## src/rtl/traffic_phase_fsm.sv

```systemverilog
// ============================================================================
// Module   : traffic_phase_fsm
// Purpose  : Timed four-way intersection phase sequencer with left-turn skip.
//            Optional emergency all-red preemption with TRAFFIC_EMERG_EN.
// Revision : 1.0 - initial release
// ============================================================================
`default_nettype none

module traffic_phase_fsm #(
    parameter int TICK_DIV = 50000000,
    parameter int LEFT_T   = 5,
    parameter int GREEN_T  = 20,
    parameter int YELLOW_T = 3,
    parameter int RED_T    = 2
) (
    input  logic       clk,
    input  logic       resetn,
    input  logic       enable,
    input  logic       leftReqNS,
    input  logic       leftReqEW,
`ifdef TRAFFIC_EMERG_EN
    input  logic       emergency,
`endif
    output logic [3:0] fsmOut,
    output logic       phaseDone
);

    localparam int             PW         = $clog2(TICK_DIV);
    localparam logic [PW-1:0]  PRESC_LAST = PW'(TICK_DIV - 1);

    typedef enum logic [3:0] {
        NS_LEFT   = 4'd0,
        NS_GREEN  = 4'd1,
        NS_YELLOW = 4'd2,
        ALL_RED_A = 4'd3,
        EW_LEFT   = 4'd4,
        EW_GREEN  = 4'd5,
        EW_YELLOW = 4'd6,
`ifdef TRAFFIC_EMERG_EN
        EMERG     = 4'd8,
`endif
        ALL_RED_B = 4'd7
    } phase_e;

    phase_e          state_q, state_d, succ_w;
    logic [PW-1:0]   presc_q, presc_d;
    logic [7:0]      timer_q, timer_d, dur_w;
    logic            done_q, done_d;
    logic            latch_ns_q, latch_ns_d;
    logic            latch_ew_q, latch_ew_d;
    logic            tick_w, req_ns_w, req_ew_w, emerg_w;

`ifdef TRAFFIC_EMERG_EN
    assign emerg_w = emergency;
`else
    assign emerg_w = 1'b0;
`endif

    assign tick_w   = enable && (presc_q == PRESC_LAST);
    assign req_ns_w = latch_ns_q | leftReqNS;
    assign req_ew_w = latch_ew_q | leftReqEW;

    always_comb begin
        dur_w = 8'd1;
        case (state_q)
            NS_LEFT,   EW_LEFT:   dur_w = 8'(LEFT_T);
            NS_GREEN,  EW_GREEN:  dur_w = 8'(GREEN_T);
            NS_YELLOW, EW_YELLOW: dur_w = 8'(YELLOW_T);
            ALL_RED_A, ALL_RED_B: dur_w = 8'(RED_T);
            default:              dur_w = 8'd1;
        endcase
    end

    // Successor when the current phase expires; the all-red hold re-selects
    // itself while emergency is asserted, which suppresses phaseDone.
    always_comb begin
        succ_w = ALL_RED_B;
        case (state_q)
            NS_LEFT:   succ_w = NS_GREEN;
            NS_GREEN:  succ_w = NS_YELLOW;
            NS_YELLOW: succ_w = emerg_w ? ALL_RED_B : ALL_RED_A;
            ALL_RED_A: succ_w = emerg_w ? ALL_RED_B : (req_ew_w ? EW_LEFT : EW_GREEN);
            EW_LEFT:   succ_w = EW_GREEN;
            EW_GREEN:  succ_w = EW_YELLOW;
            EW_YELLOW: succ_w = emerg_w ? ALL_RED_B : ALL_RED_B;
            ALL_RED_B: succ_w = emerg_w ? ALL_RED_B : (req_ns_w ? NS_LEFT : NS_GREEN);
`ifdef TRAFFIC_EMERG_EN
            EMERG:     succ_w = emergency ? EMERG : ALL_RED_B;
`endif
            default:   succ_w = ALL_RED_B;
        endcase
`ifdef TRAFFIC_EMERG_EN
        if (emergency && (state_q == NS_YELLOW || state_q == EW_YELLOW ||
                          state_q == ALL_RED_A || state_q == ALL_RED_B)) begin
            succ_w = EMERG;
        end
`endif
    end

    always_comb begin
        state_d = state_q;
        timer_d = timer_q;
        presc_d = presc_q;
        done_d  = 1'b0;
        if (enable) begin
            presc_d = (presc_q == PRESC_LAST) ? '0 : presc_q + PW'(1);
`ifdef TRAFFIC_EMERG_EN
            if (emergency && (state_q == NS_LEFT || state_q == NS_GREEN)) begin
                state_d = NS_YELLOW;
                timer_d = 8'd0;
                done_d  = 1'b1;
            end else if (emergency && (state_q == EW_LEFT || state_q == EW_GREEN)) begin
                state_d = EW_YELLOW;
                timer_d = 8'd0;
                done_d  = 1'b1;
            end else
`endif
            if (tick_w) begin
                if (timer_q == dur_w - 8'd1) begin
                    state_d = succ_w;
                    timer_d = 8'd0;
                    done_d  = (succ_w != state_q);
                end else begin
                    timer_d = timer_q + 8'd1;
                end
            end
        end
    end

    // Latches keep capturing while frozen; entering the served left phase
    // clears them and takes priority over a same-cycle request.
    always_comb begin
        latch_ns_d = latch_ns_q;
        latch_ew_d = latch_ew_q;
        if (leftReqNS && state_q != NS_LEFT) latch_ns_d = 1'b1;
        if (leftReqEW && state_q != EW_LEFT) latch_ew_d = 1'b1;
        if (state_d == NS_LEFT && state_q != NS_LEFT) latch_ns_d = 1'b0;
        if (state_d == EW_LEFT && state_q != EW_LEFT) latch_ew_d = 1'b0;
    end

    always_ff @(posedge clk or negedge resetn) begin
        if (!resetn) begin
            state_q    <= ALL_RED_B;
            presc_q    <= '0;
            timer_q    <= 8'd0;
            done_q     <= 1'b0;
            latch_ns_q <= 1'b0;
            latch_ew_q <= 1'b0;
        end else begin
            state_q    <= state_d;
            presc_q    <= presc_d;
            timer_q    <= timer_d;
            done_q     <= done_d;
            latch_ns_q <= latch_ns_d;
            latch_ew_q <= latch_ew_d;
        end
    end

    assign fsmOut    = state_q;
    assign phaseDone = done_q;

endmodule

`default_nettype wire

```

## config.mk

```make
export PLATFORM = sky130hd
export DESIGN_NAME = traffic_phase_fsm
export DESIGN_NICKNAME = d
export VERILOG_FILES = /design/src/rtl/traffic_phase_fsm.sv
export SDC_FILE = /design/constraint.sdc
export NUM_CORES = 1
export LEC_CHECK = 0
export BUFFER_PORTS_ARGS = -buffer_cell sky130_fd_sc_hd__clkbuf_2
export CAP_MARGIN = 20
export CORE_MARGIN = 4
export CORE_UTILIZATION = 24
export DETAILED_ROUTE_END_ITERATION = 10
export PLACE_DENSITY = 0.4
export SLEW_MARGIN = 15
export SYNTH_ARGS = -nofsm -noshare
export SYNTH_HDL_FRONTEND = slang
export SYNTH_SLANG_ARGS = --single-unit
```

## constraint.sdc

```tcl
create_clock -name clk -period 3.27 [get_ports clk]
set_input_delay 0.4905 -clock clk [delete_from_list [all_inputs] [get_ports clk]]
set_output_delay 0.4905 -clock clk [all_outputs]
set_load 0.005 [all_outputs]
```

Word level (Yosys, flattened, before mapping)
Memory sizes are Yosys's and may differ from the RTL's.
Cells that the tools add are included.
{ "op_classes": {"add_sub_neg": 3, "eq_ne": 11, "n_mux": 16, "n_bitwise": 2, "n_reduce_logical": 11} }
{ "op_table": {"columns": ["operator", "count"], "rows": [
  ["$add A26 B1 Y26 const B", 1],
  ["$eq A26 B26 Y1 const B", 1],
  ["$mux W26", 1],
  ["$pmux W3 S7", 1],
  ["$eq A4 B3 Y1 const B", 4],
  ["$mux W8", 2],
  ["$mux W4", 3],
  ["$mux W1", 9],
  ["$add A8 B1 Y8 const B", 1],
  ["$eq A4 B2 Y1 const B", 2],
  ["$eq A8 B8 Y1", 1],
  ["$logic_not A4 Y1", 2],
  ["$sub A8 B1 Y8 const B", 1],
  ["$logic_and A1 B1 Y1", 5],
  ["$eq A4 B1 Y1 const B", 1],
  ["$ne A4 B3 Y1 const B", 1],
  ["$ne A4 B4 Y1", 1],
  ["$reduce_bool A2 Y1", 2],
  ["$reduce_bool A4 Y1", 1],
  ["$or A1 B1 Y1", 2],
  ["$reduce_and A2 Y1", 1]
]} }
{ "word_totals": {"regBits": 41, "romBits": 32, "inputBits": 5, "out_inout_bits": 5, "wordCells": 50, "n_memories": 1} }
{ "memory_table": {"columns": ["memory", "depth", "width", "rd", "rd_ports_with_merged_regs", "write_ports", "line", "rtl"], "rows": [
  ["(no name shown)", 8, 4, 1, 0, 0, "65", "case (state_q)"]
]} }

Logic depth before layout (Yosys ltp)
An unclocked memory read counts as a cell.
{ "logic_depth": {"word_depth": 10, "mapped_depth": 8, "mapped_depth_nobuf": 8} }

Least setup slack after synthesis
No wires, ideal clock.
{ "synth_path": {"path_kind": "flip-flop to flip-flop", "startpoint": "register state_q[0] (netlist: fsmOut[0])", "endpoint": "register timer_q[7]", "setup_ps": 76, "arrival_time_ps": 2413, "required_time_ps": 3194, "slack_ps": 781, "path_stages_with_launch": 9, "n_path_buf": 0, "period_less_slack_ps": 2489, "path_cell_list": "dfstp_2 nor2b_1 ha_1 ha_1 xor3_1 and3_4 o2111a_2 or4_1 o21ai_1"} }
{ "synth_via": {"elab_chain_len": 5} }
{ "synth_rtl": {"columns": ["item", "line", "rtl"], "rows": [
  ["from (decl)", "45", "phase_e state_q, state_d, succ_w;"],
  ["from (signal assigned)", "150", "state_q <= state_d;"],
  ["$mem_v2 Z8 W4", null, null],
  ["$mux W8", "65", null],
  ["$sub A8 B1 Y8", "119", "if (timer_q == dur_w - 8'd1) begin"],
  ["$eq A8 B8 Y1", "119", null],
  ["$mux W8", "119", null],
  ["to (signal assigned)", "152", "timer_q <= timer_d;"],
  ["to (decl)", "47", "logic [7:0] timer_q, timer_d, dur_w;"]
]} }
Every way passes these cells.
A chain may end at the register's enable or synchronous reset.

Final worst setup path
Ends and elaborated chain as after synthesis.

==> summary.txt <==
Global routing
  • Total Routing Usage GR: 9.45%
  • First-pass GRT wire length: 7770 um
  • Initial antenna violation count: 0
  • Largest net degree at the start of global routing: 25
  • GRT Residual Overflow: 0
  • Vias in the first global route: 1574

Floorplan
  • Die Area: 10500 sq um
  • Total I/O pin count: 10
  • Initial Util: 24.6%
  • Core Rows: 34
  • CORE AREA: 8720 sq um
  • Die height: 103 um
  • Die width: 103 um

Clocking
  • Skew-Pair Late Insertion Delay: 0.29 ns
  • TritonCTS buffer count: 5
  • Cts hold-fix bufs: 0
  • Max clock buf depth: 2
  • CTS H-tree lvls: 2
  • CTS resizes: 0
  • CTS tree: yes
  • Root Driver: clkbuf_8
  • Post-CTS Setup Bufs: 0
  • Clk sinks: 41
  • Clk slew on worst S/H paths: 0.08 ns

Worst setup path
  • Crit path arrival time: 2.84 ns
  • Critical Path Fanout Max: 6
  • CP endpoint kind: register
  • CP startpoint kind: register
  • Kind of critical path: reg -> reg
  • Req. time, crit path: 3.49 ns

Placement
  • Placed cell areas: 2300 sq um
  • Final HPWL DP: 3100 um
  • Port bufs: 9
  • DP Worst Slack: 0.659 ns
  • Placer Congestion: 0.761

Route
  • Via Count: 1593
  • Vias/cell: 4.74
  • Antenna viol nets, final: 0
  • Routed len/inst: 13.2 um
  • DR DRC count: 0
  • Initial DRT Pass Iterations: 4
  • 1st-iter DRT viols: 75
  • Post-Route WL: 4440 um

STA
  • Final min period: 2.62 ns
  • Setup Skew: 0.00431 ns
  • # setup viols final: 0
  • Final worst slack: 0.653 ns
  • Tcrit/Tclk final: 80.0%
  • Final slew viol count: 0
  • Fin. Hold Viols: 0
  • Max_slew headroom: 60.5%
  • Highest clock rate: 0.382 GHz
  • Final TNS setup: 0 ns
  • Worst-Margin Slew: 0.587 ns
  • RSZ-0062 raised after global routing: false

Yosys
  • #FFs+latches synth: 41
  • Sequential element share of the synthesized area: 48.0%
  • Post-synthesis net count: 227
  • Mux cell area share after synthesis: 0.992%
  • Post-Synthesis Cells: 218
  • Total number of yosys warnings: 0
  • Complex-gate fraction of the synthesized area: 10.2%
  • Post-Synth Adder-Cell Area: 2.33%
  • Post-synthesis simple-gate area fraction: 24.3%
  • Fraction of registers with async set/reset: 100%
  • EDFF count, synth: 0
  • Dominant cell type by area after synthesis: dfrtp_1
  • Mapped Avg Cell Area: 9.84 sq um
  • Ranking of synthesized cells by area: dfrtp_1, xnor2_1, xor2_1
  • Xor and xnor area share after synthesis: 11.3%
  • Netlist cell types: 41
  • Top FF cell, synth: dfrtp_1
  • Cell area after synthesis: 2140 sq um
  • Area share of the leading cell type in the synthesized netlist: 44.3%
  • Largest family of logic cells by synthesized area: simple AND/OR/NAND/NOR gates

Layout
  • Most frequent cells in the layout: dfrtp_1, nor2_1, nand2_1
  • Share of cells above drive strength 1: 11.8%
  • Layout area overhead: 11.4%
  • Most common cell after layout, fill and taps aside: dfrtp_1
  • Final Cell Area: 2390 sq um
  • Nets: 237
  • Diode count: 0

Power
  • P_leak: 1.04 nW
  • Power density cells: 432 nW/um^2
  • Worst vdd ir: 133 uV
  • Final total power: 1.03 mW

Outcome
  • Status: finished clean

Job
  • Max-cap violations: 0

Hold path
  • Hold WC Path Type: in -> async
-- logic make-up after synthesis --
family	Yosys count
buffers and inverters	13
multiplexers	2
adder cells (fa/ha/maj)	4
flip-flops	41
XOR/XNOR	26
AO/OA/AOI/OAI	33
AND/OR/NAND/NOR	99
-- layout make-up --
cell class              instances  area [sq um]
fillers                       905          6330
multi-input cells             164          1050
flip-flops and latches         41          1030
well taps                     108           135
clock buffers                   7          86.3
repair buffers                 12          67.6
inverters                       4          15.0
-- flip-flops by register name (all words and copies together) (netlist names) --
name	cells
phaseDone	1
latch_ew_q	1
presc_q	26
latch_ns_q	1
fsmOut	4
timer_q	8
-- path summary, 6_finish.rpt --
check	depth (start not counted)	from	slack, ns	to
setup / recovery	8	fsmOut[0]$_DFF_PN1_	0.65	timer_q[7]$_DFFE_PN0P_
hold / removal	1	resetn	0.14	timer_q[6]$_DFFE_PN0P_
setup reg to reg	8	fsmOut[0]$_DFF_PN1_	0.65	timer_q[7]$_DFFE_PN0P_
hold reg to reg	1	presc_q[6]$_DFFE_PN0P_	0.47	presc_q[6]$_DFFE_PN0P_
max in group asynchronous	2	resetn	2.41	presc_q[20]$_DFFE_PN0P_
min in group clk	1	presc_q[6]$_DFFE_PN0P_	0.47	presc_q[6]$_DFFE_PN0P_
-- synthesized netlist by cell type (all sizes together) (3+ instances only) --
cell type / number
a21oi: 9
and3: 9
and4: 3
buf: 5
clkbuf: 4
dfrtp: 38
dfstp: 3
ha: 4
inv: 4
nand2: 17
nand2b: 3
nand3: 13
nand4: 9
nor2: 21
nor3: 9
o21ai: 14
xnor2: 13
xor2: 12
-- worst max-delay path, stage by stage, from the launching register on --
cell      delay, ns
dfstp_2        0.57
nor2b_1        0.29
ha_1           0.20
ha_1           0.18
xor3_1         0.23
and3_4         0.20
o2111a_2       0.30
or4_1          0.50
o21ai_1        0.08
-- metal layers --
| metal | up-vias | share of wire [%] | global-route usage, % |
|---|---|---|---|
| met2 | 35 | 43 | 13.6 |
| met1 | 754 | 51 | 13.3 |
| met4 | 0 | 2.2 | 4.14 |
| met5 | - | 0 | 0 |
| met3 | 10 | 4.2 | 2.50 |
| li1 | 794 | - | - |
-- report_power, final --
part | switching [mW] | internal [mW] | leakage [nW]
logic | 0.0543 | 0.0484 | 0.462
registers | 0.0369 | 0.551 | 0.533
clock network | 0.174 | 0.168 | 0.0443
total | 0.265 | 0.767 | 1.04
-- metrics by stage --
step                hold WS (ns)  instances  util, %
floorplan                  0.195        218        -
global placement           0.473        329     26.4
detailed placement         0.458        329     26.4
CTS                        0.160        336     27.4
global route               0.177        336     27.4
finish                     0.141        336     27.4
Power figures use the tool's default switching activity.
